--- config.mk ---
export PLATFORM = sky130hd
export DESIGN_NAME = gpu_ram_arbiter
export DESIGN_NICKNAME = d
export VERILOG_FILES = /design/src/rtl/gpu_ram_pkg.sv /design/src/rtl/gpu_ram_rr_arbiter.sv /design/src/rtl/gpu_ram_arbiter.sv
export SDC_FILE = /design/constraint.sdc
export NUM_CORES = 1
export LEC_CHECK = 0
export ABC_AREA = 1
export CAP_MARGIN = 0
export CORE_AREA = 4 4 165 207
export DETAILED_ROUTE_END_ITERATION = 8
export DIE_AREA = 0 0 169 211
export SLEW_MARGIN = 25
export SYNTH_ARGS = -nofsm -noshare
export SYNTH_HDL_FRONTEND = slang
export SYNTH_HIERARCHICAL = 1
export SYNTH_SLANG_ARGS = --single-unit
export TNS_END_PERCENT = 5
--- constraint.sdc ---
create_clock -name GPU_CLK -period 9.05 [get_ports GPU_CLK]
set_input_delay 1.3575 -clock GPU_CLK [delete_from_list [all_inputs] [get_ports GPU_CLK]]
set_output_delay 1.3575 -clock GPU_CLK [all_outputs]
set_load 0.005 [all_outputs]
--- src/rtl/gpu_ram_pkg.sv ---
// Shared constants for the GPU RAM host-port arbiter: port roles, default
// geometry and the width helper used for read tags and round-robin pointers.
package gpu_ram_pkg;

   localparam int PORT_Z80  = 0;
   localparam int PORT_BLIT = 1;
   localparam int PORT_DMA  = 2;
   localparam int PORT_AUX  = 3;

   localparam int DEF_ADDR_W       = 20;
   localparam int DEF_DATA_W       = 8;
   localparam int DEF_READ_LATENCY = 2;

   // Index width for n items, never narrower than one bit.
   function automatic int idx_w(input int n);
      return (n > 1) ? $clog2(n) : 1;
   endfunction

endpackage

--- src/rtl/gpu_ram_rr_arbiter.sv ---
// Round-robin picker over N request bits: searches from ptr upward with
// wrap-around and returns a one-hot grant plus the slot after the winner.
module gpu_ram_rr_arbiter
   import gpu_ram_pkg::*;
#(
   parameter int N     = 3,
   parameter int PTR_W = idx_w(N)
) (
   input  logic [N-1:0]     req,
   input  logic [PTR_W-1:0] ptr,
   input  logic             en,
   output logic [N-1:0]     gnt,
   output logic [PTR_W-1:0] ptr_nxt
);

   localparam logic [PTR_W:0] N_L = (PTR_W+1)'(N);

   logic [PTR_W:0] cand;
   logic [PTR_W:0] nxt;
   logic           found;

   always_comb begin
      // NOTE: every comb output gets a default first, so no path can infer a latch.
      gnt     = '0;
      ptr_nxt = ptr;
      found   = 1'b0;
      cand    = '0;
      nxt     = '0;
      for (int i = 0; i < N; i++) begin
         cand = {1'b0, ptr} + (PTR_W+1)'(i);
         if (cand >= N_L) cand = cand - N_L;
         if (en && !found && req[cand[PTR_W-1:0]]) begin
            found                  = 1'b1;
            gnt[cand[PTR_W-1:0]]   = 1'b1;
            nxt                    = cand + 1'b1;
            if (nxt == N_L) nxt = '0;
            ptr_nxt = nxt[PTR_W-1:0];
         end
      end
   end

endmodule

--- src/rtl/gpu_ram_arbiter.sv ---
// Shares the GPU RAM host port between NUM_REQ requesters: Z80 (port 0) has
// absolute priority, the rest rotate; read data returns to the issuing port.
module gpu_ram_arbiter
   import gpu_ram_pkg::*;
#(
   parameter int NUM_REQ      = 4,
   parameter int ADDR_W       = DEF_ADDR_W,
   parameter int DATA_W       = DEF_DATA_W,
   parameter int READ_LATENCY = DEF_READ_LATENCY
) (
   input  logic                      GPU_CLK,
   input  logic                      reset,
   input  logic [NUM_REQ-1:0]        port_rd_req,
   input  logic [NUM_REQ-1:0]        port_wr_ena,
   input  logic [NUM_REQ*ADDR_W-1:0] port_addr,
   input  logic [NUM_REQ*DATA_W-1:0] port_wdata,
   output logic [NUM_REQ-1:0]        port_rd_rdy,
   output logic [DATA_W-1:0]         port_rd_data,
   output logic [NUM_REQ-1:0]        port_busy,
   output logic [NUM_REQ-1:0]        port_err,
   output logic [ADDR_W-1:0]         ram_addr,
   output logic [DATA_W-1:0]         ram_wdata,
   output logic                      ram_wena,
   output logic                      ram_rd,
   input  logic [DATA_W-1:0]         ram_rdata
);

   localparam int TAG_W = idx_w(NUM_REQ);
   localparam int NRR   = NUM_REQ - 1;
   localparam int PTR_W = idx_w(NRR);

   logic [NUM_REQ-1:0] pend_vld;
   logic [NUM_REQ-1:0] pend_wr;
   logic [ADDR_W-1:0]  pend_addr  [NUM_REQ];
   logic [DATA_W-1:0]  pend_wdata [NUM_REQ];

   logic [NUM_REQ-1:0] in_vld, eff_vld, eff_wr, gnt;
   logic [NUM_REQ-1:0] latch_v, drop_v, collide_v;
   logic [NRR-1:0]     rr_gnt;
   logic [PTR_W-1:0]   rr_ptr, rr_ptr_nxt;

   logic               sel_any, sel_wr;
   logic [ADDR_W-1:0]  sel_addr;
   logic [DATA_W-1:0]  sel_wdata;
   logic [TAG_W-1:0]   sel_tag;

   logic               pipe_vld [READ_LATENCY+1];
   logic [TAG_W-1:0]   pipe_tag [READ_LATENCY+1];

   // A live pulse is arbitrated in its own cycle; a held slot takes precedence over it.
   assign in_vld  = port_rd_req | port_wr_ena;
   assign eff_vld = pend_vld | in_vld;
   assign eff_wr  = (pend_vld & pend_wr) | (~pend_vld & port_wr_ena);

   gpu_ram_rr_arbiter #(.N(NRR), .PTR_W(PTR_W)) u_rr (
      .req     (eff_vld[NUM_REQ-1:PORT_BLIT]),
      .ptr     (rr_ptr),
      .en      (!eff_vld[PORT_Z80]),
      .gnt     (rr_gnt),
      .ptr_nxt (rr_ptr_nxt)
   );

   assign gnt     = {rr_gnt, eff_vld[PORT_Z80]};
   assign sel_any = |gnt;

   // Latch when the slot frees this cycle or was empty and the pulse lost.
   assign latch_v   = in_vld & ~(gnt ^ pend_vld);
   assign drop_v    = in_vld & pend_vld & ~gnt;
   assign collide_v = port_rd_req & port_wr_ena;
   assign port_busy = pend_vld;

   always_comb begin
      sel_wr    = 1'b0;
      sel_addr  = '0;
      sel_wdata = '0;
      sel_tag   = '0;
      for (int p = 0; p < NUM_REQ; p++) begin
         if (gnt[p]) begin
            sel_wr    = eff_wr[p];
            sel_addr  = pend_vld[p] ? pend_addr[p]  : port_addr[p*ADDR_W +: ADDR_W];
            sel_wdata = pend_vld[p] ? pend_wdata[p] : port_wdata[p*DATA_W +: DATA_W];
            sel_tag   = TAG_W'(p);
         end
      end
   end

   // NOTE: slot payload is qualified by pend_vld, so it is deliberately left out of reset.
   always_ff @(posedge GPU_CLK) begin
      for (int p = 0; p < NUM_REQ; p++) begin
         if (latch_v[p]) begin
            pend_wr[p]    <= port_wr_ena[p];
            pend_addr[p]  <= port_addr[p*ADDR_W +: ADDR_W];
            pend_wdata[p] <= port_wdata[p*DATA_W +: DATA_W];
         end
      end
   end

   // NOTE: non-blocking throughout, so every register here sees pre-edge values.
   always_ff @(posedge GPU_CLK or posedge reset) begin
      if (reset) begin
         pend_vld     <= '0;
         port_err     <= '0;
         rr_ptr       <= '0;
         ram_rd       <= 1'b0;
         ram_wena     <= 1'b0;
         ram_addr     <= '0;
         ram_wdata    <= '0;
         port_rd_rdy  <= '0;
         port_rd_data <= '0;
         for (int k = 0; k <= READ_LATENCY; k++) begin
            pipe_vld[k] <= 1'b0;
            pipe_tag[k] <= '0;
         end
      end else begin
         pend_vld <= (pend_vld & ~gnt) | latch_v;
         port_err <= port_err | drop_v | collide_v;
         rr_ptr   <= rr_ptr_nxt;

         ram_rd   <= sel_any & !sel_wr;
         ram_wena <= sel_any & sel_wr;
         if (sel_any) begin
            ram_addr  <= sel_addr;
            ram_wdata <= sel_wdata;
         end

         pipe_vld[0] <= sel_any & !sel_wr;
         pipe_tag[0] <= sel_tag;
         for (int k = 1; k <= READ_LATENCY; k++) begin
            pipe_vld[k] <= pipe_vld[k-1];
            pipe_tag[k] <= pipe_tag[k-1];
         end

         // The last stage lines up with ram_rdata being valid.
         port_rd_rdy <= '0;
         if (pipe_vld[READ_LATENCY]) begin
            port_rd_rdy[pipe_tag[READ_LATENCY]] <= 1'b1;
            port_rd_data                        <= ram_rdata;
         end
      end
   end

endmodule

==> summary.md <==
| Metric | Value |
|---|---|
| Chip Width | `169 um` |
| Syn. warnings | `6` |
| DP HPWL | `between 15,000 and 20,000 um` |
| Num Clock Sinks | `176` |
| Mapped Area | `0.00800 sq mm` |
| Syn-to-layout area delta | `35.8%` |
| Clk pwr share | `~25%` |
| CTS resizes | `0` |
| Final Setup Violations | `0` |
| Final core occ | `33.6%` |
| Sequential area share after synthesis | `62.3%` |
| Router iterations before antenna repair | `5` |
| Num ports | `180` |
| Clock tree root driver cell | `clkbuf_16` |
| GR Overflow Total | `0` |
| Yosys reg bits | `176` |
| WHS | `352 ps` |
| Post-detailed-route count of antenna-violating nets | `0` |
| Critical path's slowest cell | `nand2_1` |
| Seq pwr share | `between 30% and 40%` |
| Finished Cell Area | `0.0109 sq mm` |
| Rows | `between 70 and 80` |
| Syn avg cell area | `9.58 sq um` |
| Die area | `0.0357 sq mm` |
| Crit-path cells | `clkdlybuf4s50_1 > nor2_1 > nand2_1 > inv_1 > nand2_1 > nand3_1 > nand2_2 > a21oi_2 > nand3_1 > nand2_1 > inv_2 > ha_1 > inv_1 > nor2_2 > buf_4` |
| Cts bufs inserted | `17` |
| Finished Layout Cells | `1,436` |
| Multi-input gate area | `approximately 0.0027 sq mm` |
| Critical path type | `in2reg` |
| Period utilization | `between 50 and 60%` |
| Total power | `between 3 and 4 mW` |
| Count of cell types in the netlist | `34` |
| Post-Syn Nets | `972` |
| Worst VDD drop | `roughly 0.11 mV` |
| Via/cell ratio | `4.47` |
| Final Wtd Congestion | `0.836` |
| Via count | `6,417` |
| Achievable frequency | `193 MHz` |
| Cell mode on critical path | `nand2_1` |
| Max-cap violations | `0` |
| Max Fanout on Critical Path | `23` |
| Final Hold Viols | `0` |
| Post-synth top area cell | `edfxtp_1` |
| Final worst slack | `3870 ps` |
| Power density cells | `285 mW/mm^2` |
| Post-synth EDFFs | `about 120` |
| Final WL | `about 26,000 um` |
| CTS Buffer Depth | `2` |
| FFs w/ async S/R, synth | `about a third` |
| Initial Utilization | `24.7%` |
| Logic pwr share | `35.1%` |
| Share of cells above drive strength 1 | `approximately 8%` |
| Initial DRC Count | `555` |
| Setup WS pre-CTS | `3430 ps` |
| Core area | `0.0323 sq mm` |
| Required time of the critical path | `between 9000 and 10,000 ps` |
| Worst Hold Class | `reg2reg` |
| Switching part of the total | `35.5%` |
| Placed instance area | `0.0102 sq mm` |
| # Post-CTS Setup Buffers | `0` |
| RSZ-0062 raised after global routing | `no` |
| Setup TNS | `0 ps` |
| Post-synth top area share | `43.6%` |
| Wire per inst | `18.1 um` |
| H-tree depth | `4` |
| First-pass GRT wire length | `between 30,000 and 40,000 um` |
| Max-slew headroom | `32.7%` |
| Largest stage delay, worst path | `roughly 680 ps` |
| # hold bufs at CTS | `0` |
| Syn Inst Count | `835` |
| Post-layout net count | `about 1,100` |
| DRC violations left | `0` |
| Overall Global Routing Usage | `14.3%` |
| Worst Setup End Kind | `flop` |
| Initial antenna violation count | `2` |
| Largest net degree at the start of global routing | `around 60` |
| Fin. max-slew vios | `0` |
| Die height | `211 um` |
| Power Internal | `2.00 mW` |
| Number of global-route vias before repair | `about 6,400` |
| Main synth FF type | `edfxtp_1` |
| Crit start category | `primary input` |
| Fin crit period | `5180 ps` |
| Clk_skew | `between 9 and 10 ps` |
| Placed cells | `1,402` |
| CP arrival | `~5300 ps` |
| Worst-Skew Late Latency | `430 ps` |
| Filler instances | `between 3,000 and 4,000` |
| Top cells by area, synth | `edfxtp_1 44%, dfrtp_1 19%, nand2_1 14%, nand3_1 6.1%, nor2_1 2.7%` |
| Switch Pwr | `1.10 mW` |
| Worst Tran Pin Value | `1010 ps` |
| Reg clk slew, reported paths | `70 ps` |
| Status | `finished clean` |
| FF/Latch Area | `0.00498 sq mm` |
| CTS tree | `done` |
| LEAKAGE | `4.38 nW` |
| Port Buf Inserts | `between 150 and 200` |
[path summary, 6_finish.rpt]
path / from / end / slack, ps / cells after the start
min: pipe_tag[4] / pipe_tag[2] / 350 / 0
min in group asynchronous: reset / ram_wena / 1520 / 3
max reg2reg: port_busy[2] / pend_addr[3][7] / 4780 / 14
max: port_wr_ena[2] / pend_addr[3][7] / 3870 / 15
min reg2reg: pipe_tag[4] / pipe_tag[2] / 350 / 0
max in group asynchronous: reset / rr_ptr[1] / 6960 / 3
[worst max-delay path, delay by kind of cell]
family | cells | cell delay [ps]
buf+inv | 5 | 1300
fa+ha+maj | 1 | 370
simple gates | 8 | 2050
compound gates | 1 | 210
[registers in the layout (all words and copies together), names as in the netlist]
register      flops
pend_addr        80
pend_wdata       32
ram_addr         20
port_rd_data      8
ram_wdata         8
pipe_tag          6
pend_wr           4
port_busy         4
port_err          4
port_rd_rdy       4
pipe_vld          3
rr_ptr            2
ram_wena          1
[metal layers]
layer | GRT usage [%] | wire [um]
met5 | 0 | 20
met4 | 3.33 | 298
met3 | 3.44 | 1880
met2 | 24.5 | 13000
met1 | 18.3 | 10700
[cell usage after synthesis, drive strengths merged, types with 3 or more instances]
library cell  number
edfxtp           116
or2               10
inv               46
nand4              3
a31oi              9
nand3            103
nor3               4
dfrtp             60
ha                 7
nor2              62
buf               22
o31ai              3
nand2            303
clkbuf            17
o21ai             32
o211ai             8
a21oi             25
[cells by family (layout without fill, tap and decap cells)]
group                      after synthesis  count (layout)  share of synthesized area [%]
DFF                                    176             176                           62.3
buffers and inverters                   85             267                           4.65
adders and majority gates                7               7                           1.10
and+or+nand+nor                        487             487                           26.1
AOI/OAI and AO/OA                       80              80                           5.84
other                                    0               1                              0
[placed cells by master (no fill, tap or decap), types with 6 or more instances in the layout]
master	count
o21ai_0	29
a21oi_1	23
inv_6	6
edfxtp_1	116
ha_1	7
dfrtp_1	60
buf_4	9
clkdlybuf4s50_1	179
clkbuf_16	22
a31oi_1	9
inv_1	33
o211ai_1	7
nor2_1	54
inv_2	13
or2_1	7
nand2_1	299
nand3_1	97
[cell type report]
class / count / share of cell area, %
flip-flops and latches: 176 / 45.9
multi-input cells: 574 / 24.5
repair buffers: 189 / 17.4
clock buffers: 23 / 5.10
well taps: 418 / 4.81
inverters: 46 / 1.59
clock inverters: 9 / 0.691
diodes: 1 / 0.0230
[power groups by stage]
stage	sequential [mW]	clock (mW)	combinational, mW
after floorplan	1.23	0	0.602
after global placement	1.25	0	1.08
after detailed placement	1.25	0	1.10
after CTS	1.23	0.793	1.11
after global routing	1.26	0.829	1.21
final	1.23	0.778	1.09
Note: power is estimated with default switching activity, not from simulation.
